### src/rtl/muldiv_pkg.sv
// Shared encodings for the HI/LO multiply/divide unit: opcodes, FSM states
// and the helper that says which opcodes stall the pipeline.
package muldiv_pkg;

    localparam logic [2:0] OP_NOP   = 3'b000;
    localparam logic [2:0] OP_MULT  = 3'b001;
    localparam logic [2:0] OP_MULTU = 3'b010;
    localparam logic [2:0] OP_DIV   = 3'b011;
    localparam logic [2:0] OP_DIVU  = 3'b100;
    localparam logic [2:0] OP_MTHI  = 3'b101;
    localparam logic [2:0] OP_MTLO  = 3'b110;

    typedef enum logic [2:0] {
        S_IDLE = 3'd0,
        S_MUL  = 3'd1,
        S_DIV  = 3'd2,
        S_FIX  = 3'd3,
        S_DONE = 3'd4
    } state_e;

    function automatic logic is_multicycle(input logic [2:0] op);
        return (op == OP_MULT) || (op == OP_MULTU) || (op == OP_DIV) || (op == OP_DIVU);
    endfunction

endpackage

### src/rtl/div_restoring_step.sv
// One restoring-division iteration: shift {rem, quo} left, trial-subtract the
// divisor from the remainder and shift the resulting quotient bit in.
module div_restoring_step #(
    parameter int WIDTH = 32
) (
    input  logic [2*WIDTH-1:0] remQuo,
    input  logic [WIDTH-1:0]   divisor,
    output logic [2*WIDTH:0]   nextRemQuo
);

    logic [WIDTH:0] remPart;
    logic [WIDTH:0] diff;
    logic           ge;

    // Remainder after the shift picks up the quotient MSB; it stays below 2*divisor.
    assign remPart    = remQuo[2*WIDTH-1:WIDTH-1];
    assign ge         = (remPart >= {1'b0, divisor});
    assign diff       = remPart - {1'b0, divisor};
    assign nextRemQuo = {(ge ? diff : remPart), remQuo[WIDTH-2:0], ge};

endmodule

### src/rtl/hilo_muldiv_unit.sv
// Multi-cycle multiply/divide unit owning the HI/LO pair; stalls EX through
// busy_o until the result is committed, with flush/abort support.
module hilo_muldiv_unit
    import muldiv_pkg::*;
#(
    parameter int WIDTH    = 32,
    parameter int MUL_ITER = 0
) (
    input  logic             clk,
    input  logic             rst,
    input  logic             start_i,
    input  logic [2:0]       op_i,
    input  logic [WIDTH-1:0] a_i,
    input  logic [WIDTH-1:0] b_i,
    input  logic             flush_i,
    output logic             busy_o,
    output logic             done_o,
    output logic [WIDTH-1:0] hi_o,
    output logic [WIDTH-1:0] lo_o
);

    localparam int CW = $clog2(WIDTH + 1);

    state_e           state, stateNext;
    logic [CW-1:0]    cnt;
    logic [2*WIDTH:0] acc;
    logic [WIDTH-1:0] absB;
    logic             negRes, negRem, opIsDiv, divZero;
    logic [WIDTH-1:0] hiReg, loReg;

    function automatic logic [WIDTH-1:0] negW(input logic [WIDTH-1:0] x);
        return -x;
    endfunction

    function automatic logic [2*WIDTH-1:0] negW2(input logic [2*WIDTH-1:0] x);
        return -x;
    endfunction

    // Operand decode for the launching cycle
    logic signed [WIDTH-1:0] aSgn, bSgn;
    logic                    signedOp, signA, signB, isMulIn, isDivIn, launch;
    logic [WIDTH-1:0]        absAIn, absBIn;
    logic [2*WIDTH-1:0]      prodFull;

    assign aSgn     = a_i;
    assign bSgn     = b_i;
    assign signedOp = (op_i == OP_MULT) || (op_i == OP_DIV);
    assign signA    = signedOp && (aSgn < 0);
    assign signB    = signedOp && (bSgn < 0);
    assign absAIn   = signA ? negW(a_i) : a_i;
    assign absBIn   = signB ? negW(b_i) : b_i;
    assign isMulIn  = (op_i == OP_MULT) || (op_i == OP_MULTU);
    assign isDivIn  = (op_i == OP_DIV) || (op_i == OP_DIVU);
    assign launch   = start_i && !flush_i && is_multicycle(op_i);
    assign prodFull = {{WIDTH{1'b0}}, absAIn} * {{WIDTH{1'b0}}, absBIn};

    // Iteration datapaths: acc low half holds |a|, absB is divisor or multiplicand
    logic [2*WIDTH:0] divNext, mulNext;
    logic [WIDTH:0]   mulSum;

    div_restoring_step #(.WIDTH(WIDTH)) uStep (
        .remQuo    (acc[2*WIDTH-1:0]),
        .divisor   (absB),
        .nextRemQuo(divNext)
    );

    assign mulSum  = acc[2*WIDTH:WIDTH] + (acc[0] ? {1'b0, absB} : {(WIDTH+1){1'b0}});
    assign mulNext = {1'b0, mulSum, acc[WIDTH-1:1]};

    // Sign correction applied in FIX
    logic [2*WIDTH-1:0] mulRes;
    logic [WIDTH-1:0]   quoFix, remFix, hiFix, loFix;

    assign mulRes = negRes ? negW2(acc[2*WIDTH-1:0]) : acc[2*WIDTH-1:0];
    assign quoFix = negRes ? negW(acc[WIDTH-1:0]) : acc[WIDTH-1:0];
    assign remFix = negRem ? negW(acc[2*WIDTH-1:WIDTH]) : acc[2*WIDTH-1:WIDTH];

    always_comb begin
        hiFix = mulRes[2*WIDTH-1:WIDTH];
        loFix = mulRes[WIDTH-1:0];
        if (opIsDiv && divZero) begin
            hiFix = acc[WIDTH-1:0];
            loFix = '1;
        end else if (opIsDiv) begin
            hiFix = remFix;
            loFix = quoFix;
        end
    end

    always_ff @(posedge clk or posedge rst) begin
        if (rst) state <= S_IDLE;
        else     state <= stateNext;
    end

    always_comb begin
        stateNext = state;
        busy_o    = 1'b0;
        done_o    = 1'b0;
        case (state)
            S_IDLE: begin
                if (launch) begin
                    busy_o = 1'b1;
                    if (isMulIn)
                        stateNext = (MUL_ITER != 0) ? S_MUL : S_FIX;
                    else
                        stateNext = (b_i == '0) ? S_FIX : S_DIV;
                end
            end
            S_MUL, S_DIV: begin
                busy_o = 1'b1;
                if (flush_i)                     stateNext = S_IDLE;
                else if (cnt == CW'(WIDTH - 1))  stateNext = S_FIX;
            end
            S_FIX: begin
                busy_o    = 1'b1;
                stateNext = flush_i ? S_IDLE : S_DONE;
            end
            S_DONE: begin
                done_o    = !flush_i;
                stateNext = S_IDLE;
            end
            default: stateNext = S_IDLE;
        endcase
    end

    always_ff @(posedge clk or posedge rst) begin
        if (rst) begin
            cnt     <= '0;
            acc     <= '0;
            absB    <= '0;
            negRes  <= 1'b0;
            negRem  <= 1'b0;
            opIsDiv <= 1'b0;
            divZero <= 1'b0;
            hiReg   <= '0;
            loReg   <= '0;
        end else begin
            case (state)
                S_IDLE: begin
                    if (start_i && !flush_i && op_i == OP_MTHI) hiReg <= a_i;
                    if (start_i && !flush_i && op_i == OP_MTLO) loReg <= a_i;
                    if (launch) begin
                        cnt     <= '0;
                        absB    <= absBIn;
                        negRes  <= signA ^ signB;
                        negRem  <= signA;
                        opIsDiv <= isDivIn;
                        divZero <= isDivIn && (b_i == '0);
                        // Divide-by-zero keeps the raw dividend for HI
                        if (isMulIn && MUL_ITER == 0)
                            acc <= {1'b0, prodFull};
                        else if (isDivIn && b_i == '0)
                            acc <= {{(WIDTH+1){1'b0}}, a_i};
                        else
                            acc <= {{(WIDTH+1){1'b0}}, absAIn};
                    end
                end
                S_MUL: begin
                    acc <= mulNext;
                    cnt <= cnt + 1'b1;
                end
                S_DIV: begin
                    acc <= divNext;
                    cnt <= cnt + 1'b1;
                end
                S_FIX: begin
                    if (!flush_i) begin
                        hiReg <= hiFix;
                        loReg <= loFix;
                    end
                end
                default: ;
            endcase
        end
    end

    assign hi_o = hiReg;
    assign lo_o = loReg;

endmodule

### config.mk
export PLATFORM = sky130hd
export DESIGN_NAME = hilo_muldiv_unit
export DESIGN_NICKNAME = d
export VERILOG_FILES = /design/src/rtl/muldiv_pkg.sv /design/src/rtl/div_restoring_step.sv /design/src/rtl/hilo_muldiv_unit.sv
export SDC_FILE = /design/constraint.sdc
export NUM_CORES = 2
export LEC_CHECK = 0
export CAP_MARGIN = 0
export CORE_ASPECT_RATIO = 0.6
export CORE_MARGIN = 2
export CORE_UTILIZATION = 40
export CTS_CLUSTER_DIAMETER = 30
export DETAILED_ROUTE_END_ITERATION = 16
export HOLD_SLACK_MARGIN = 0.05
export PLACE_DENSITY = 0.64
export SETUP_SLACK_MARGIN = 0.2
export SLEW_MARGIN = 0
export SYNTH_ARGS = -nofsm -noshare
export SYNTH_HDL_FRONTEND = slang
export SYNTH_SLANG_ARGS = --single-unit
### constraint.sdc
create_clock -name clk -period 7.8 [get_ports clk]
set_input_delay 2.34 -clock clk [delete_from_list [all_inputs] [get_ports clk]]
set_output_delay 2.34 -clock clk [all_outputs]
set_load 0.005 [all_outputs]
==> results.cfg <==
[synth]
yosysTopAreaCell = fa_1
synthFlopType = dfrtp_1
syn_area_per_cell_um2 = 8.26
synth_simple_gate_area_frac = 0.164
ys_top_cells_by_area = fa_1 (38%), dfrtp_1 (9.1%), ha_1 (8.7%)
yosys-top-cells-count = inv_1 (942), fa_1 (898), nor2_1 (819), nand2_1 (741), ha_1 (332)
ys_async_sr_fraction = 1.00
synth.most_common_cell = inv_1
syn_area_um2 = 47800
synth_top_family_by_area = adder cells
yosysUniqueCellTypes = 88
synth-seq-cells = 174
synth_compound_area_frac = 0.122
synth_top_cell_area_share = 0.376
synth_cells = 5786
yosysSeqAreaShare = 0.0911
synth-edff-count = 0
synthMuxAreaShare = 0.00471
syn_nets = 7087
synth_adder_area_share = 0.463
yosysWarnings = 0
synthXorXnorAreaFrac = 0.0544

[clock_network]
clk_latency_ns = 0.48
clock_sinks = 174
cts_tree = yes
clkTransAtPathRegs_ns = 0.08
htree_levels = 4
cts_hold_buf = 0
cts_buffer_depth = 2
cts_buffers = 17
root_buffer = clkbuf_16

[sta]
setup_viol_count_final = 56
finalClockSkew_ns = 0.0133
final.setup.worst_slack_ns = -3.18
relSlewSlack = 0.175
post-route-period-util = 1.41
hold_viol = 0
rsz0062_at_grt = yes
period_minus_slack_ns = 10.98
worstMarginPinSlew_ns = 1.24
finalMaxSlewViolations = 0
fmax_ghz = 0.0911

[cells_and_area]
regArea_um2 = 4350
final_util = 0.531
num-nets-final = 7935
multi_input_area_um2 = 42100
nFillCells = 10918
area_growth_pct = 31.9
drive_gt1_frac = 0.247

[drt]
wl_per_cell_um = 22.9
wirelength_um = 189000
route.detailed.drc = 0
detail_route.iter0.violations = 4463
first_pass_iters = 8
viasPerCell = 5.51
antenna_left = 0
vias = 45487

[grt]
antenna_found_initial = 4
grtUsageTotal = 0.311
overflow = 0
grt_max_degree = 90
grt_pass1_wl_um = 288000
grt_pass1_vias = 46053

[place]
hpwl_um = 159000
io_buffers = 136
gp_congestion = 1.01

[worst_hold_path]
min_from = lo_o[17]
hp-class = flip-flop to flip-flop
min_path_cells = 2

[critical_path]
cp_data_arrival_time_ns = 11.34
ff2ff_path_depth = 14
crit_top_cell = fa_1
start_kind = input port
startpoint = a_i[8]
worstSetupEndpointType = flip-flop
critical_path_class = input port to flip-flop
r2r-start = acc[0]
cpPeakStageDelay_ns = 0.55
critical_path.slowest_cell = or4_4
worst_ep_required_time_ns = 8.15
cp_max_fo = 6

[run]
cap_violations = 0

[floorplan]
core.rowCount = 98
die_h_um = 272
coreArea_um2 = 119000
die-width_um = 450
ios = 137
dieArea_um2 = 122000
initial_utilization = 0.402

[outcome]
violations = setup timing
status = complete, but fails checks
[per-stage QoR]
stage	cell area, µm²	TNS [ns]	worst slack (ns)	hold WS [ns]	std cells
floorplan	48300	-133.35	-3.13	0.450	5786
global placement	57800	-205.26	-4.27	0.463	8057
detailed placement	57800	-208.09	-4.38	0.469	8057
CTS	62200	-134.85	-3.16	0.486	8220
global route	63000	-150.67	-3.40	0.512	8247
finish	63000	-139.11	-3.18	0.479	8252
[critical path: cells and delay by family]
family / cells / cell delay [ns]
XOR/XNOR: 2 / 0.33
buffers and inverters: 9 / 1.12
AO/OA/AOI/OAI: 6 / 0.75
adder cells (fa/ha/maj): 9 / 4.13
AND/OR/NAND/NOR: 10 / 2.64
[repair_timing]
| action | 4_1_cts | 5_1_grt |
|---|---|---|
| gates resized for setup | 674 | 155 |
| pin swaps | 277 | 153 |
| hold endpoints to repair | 0 | 0 |
| cloned | 3 | 0 |
| buffers inserted | 128 | 27 |
| endpoints found under the setup margin | 59 | 57 |
[flip-flops by register name, summed over array words and instances, names as in the netlist]
| signal | cells |
|---|---|
| absB | 32 |
| acc | 65 |
| cnt | 6 |
| divZero | 1 |
| hi_o | 32 |
| lo_o | 32 |
| negRem | 1 |
| negRes | 1 |
| opIsDiv | 1 |
| state | 3 |
[worst paths after layout]
kind                                 end  slack (ns)
worst max-delay path             acc[57]       -3.18
worst min register to register  lo_o[17]        0.48
min in group asynchronous       lo_o[14]        2.36
worst max register to register   acc[62]        2.87
max in group asynchronous       absB[31]        4.35
worst min-delay path            lo_o[17]        0.48
[cell families after synthesis]
family,Yosys count
buffers and inverters,1278
flip-flops,174
adder cells (fa/ha/maj),1230
AND/OR/NAND/NOR,1873
AO/OA/AOI/OAI,913
multiplexers,22
XOR/XNOR,296
[cell type report]
type | count | area share
antenna | 5 | 0.000198
clock buffer | 17 | 0.00675
tap | 1600 | 0.0318
multi-input combinational | 4334 | 0.668
inverter | 942 | 0.0562
clock inverter | 15 | 0.00284
sequential | 174 | 0.0691
timing repair buffer | 1165 | 0.165
[routing by layer]
metal  wire [µm]  track usage  share of wire
met1       83200        0.463           0.44
met2       77300        0.438           0.41
met3       23700       0.0952           0.13
met4        4950       0.0706          0.026
met5         167      0.00915        0.00088
[layout by cell type, fill, tap and decap left out, types with 28 or more instances in the layout]
master / count
fa_1: 844
inv_2: 32
nor2_1: 755
dfrtp_1: 174
a21o_1: 67
a31oi_1: 44
nor2_4: 28
a21oi_1: 155
o21ai_1: 32
o211ai_1: 43
ha_4: 51
buf_6: 131
buf_4: 828
nand3_1: 37
inv_1: 909
nor3_1: 40
nand4_1: 28
nor2_2: 39
nand2_1: 710
a21oi_2: 35
o22ai_1: 47
ha_1: 279
fa_2: 54
clkdlybuf4s50_1: 106
o21ai_0: 188
xnor2_2: 50
xor2_1: 75
xnor2_1: 129
buf_12: 63
Power is left out: the tool's default activity adds up to more than one toggle a clock period on the data nets, which glitch-free logic cannot reach.
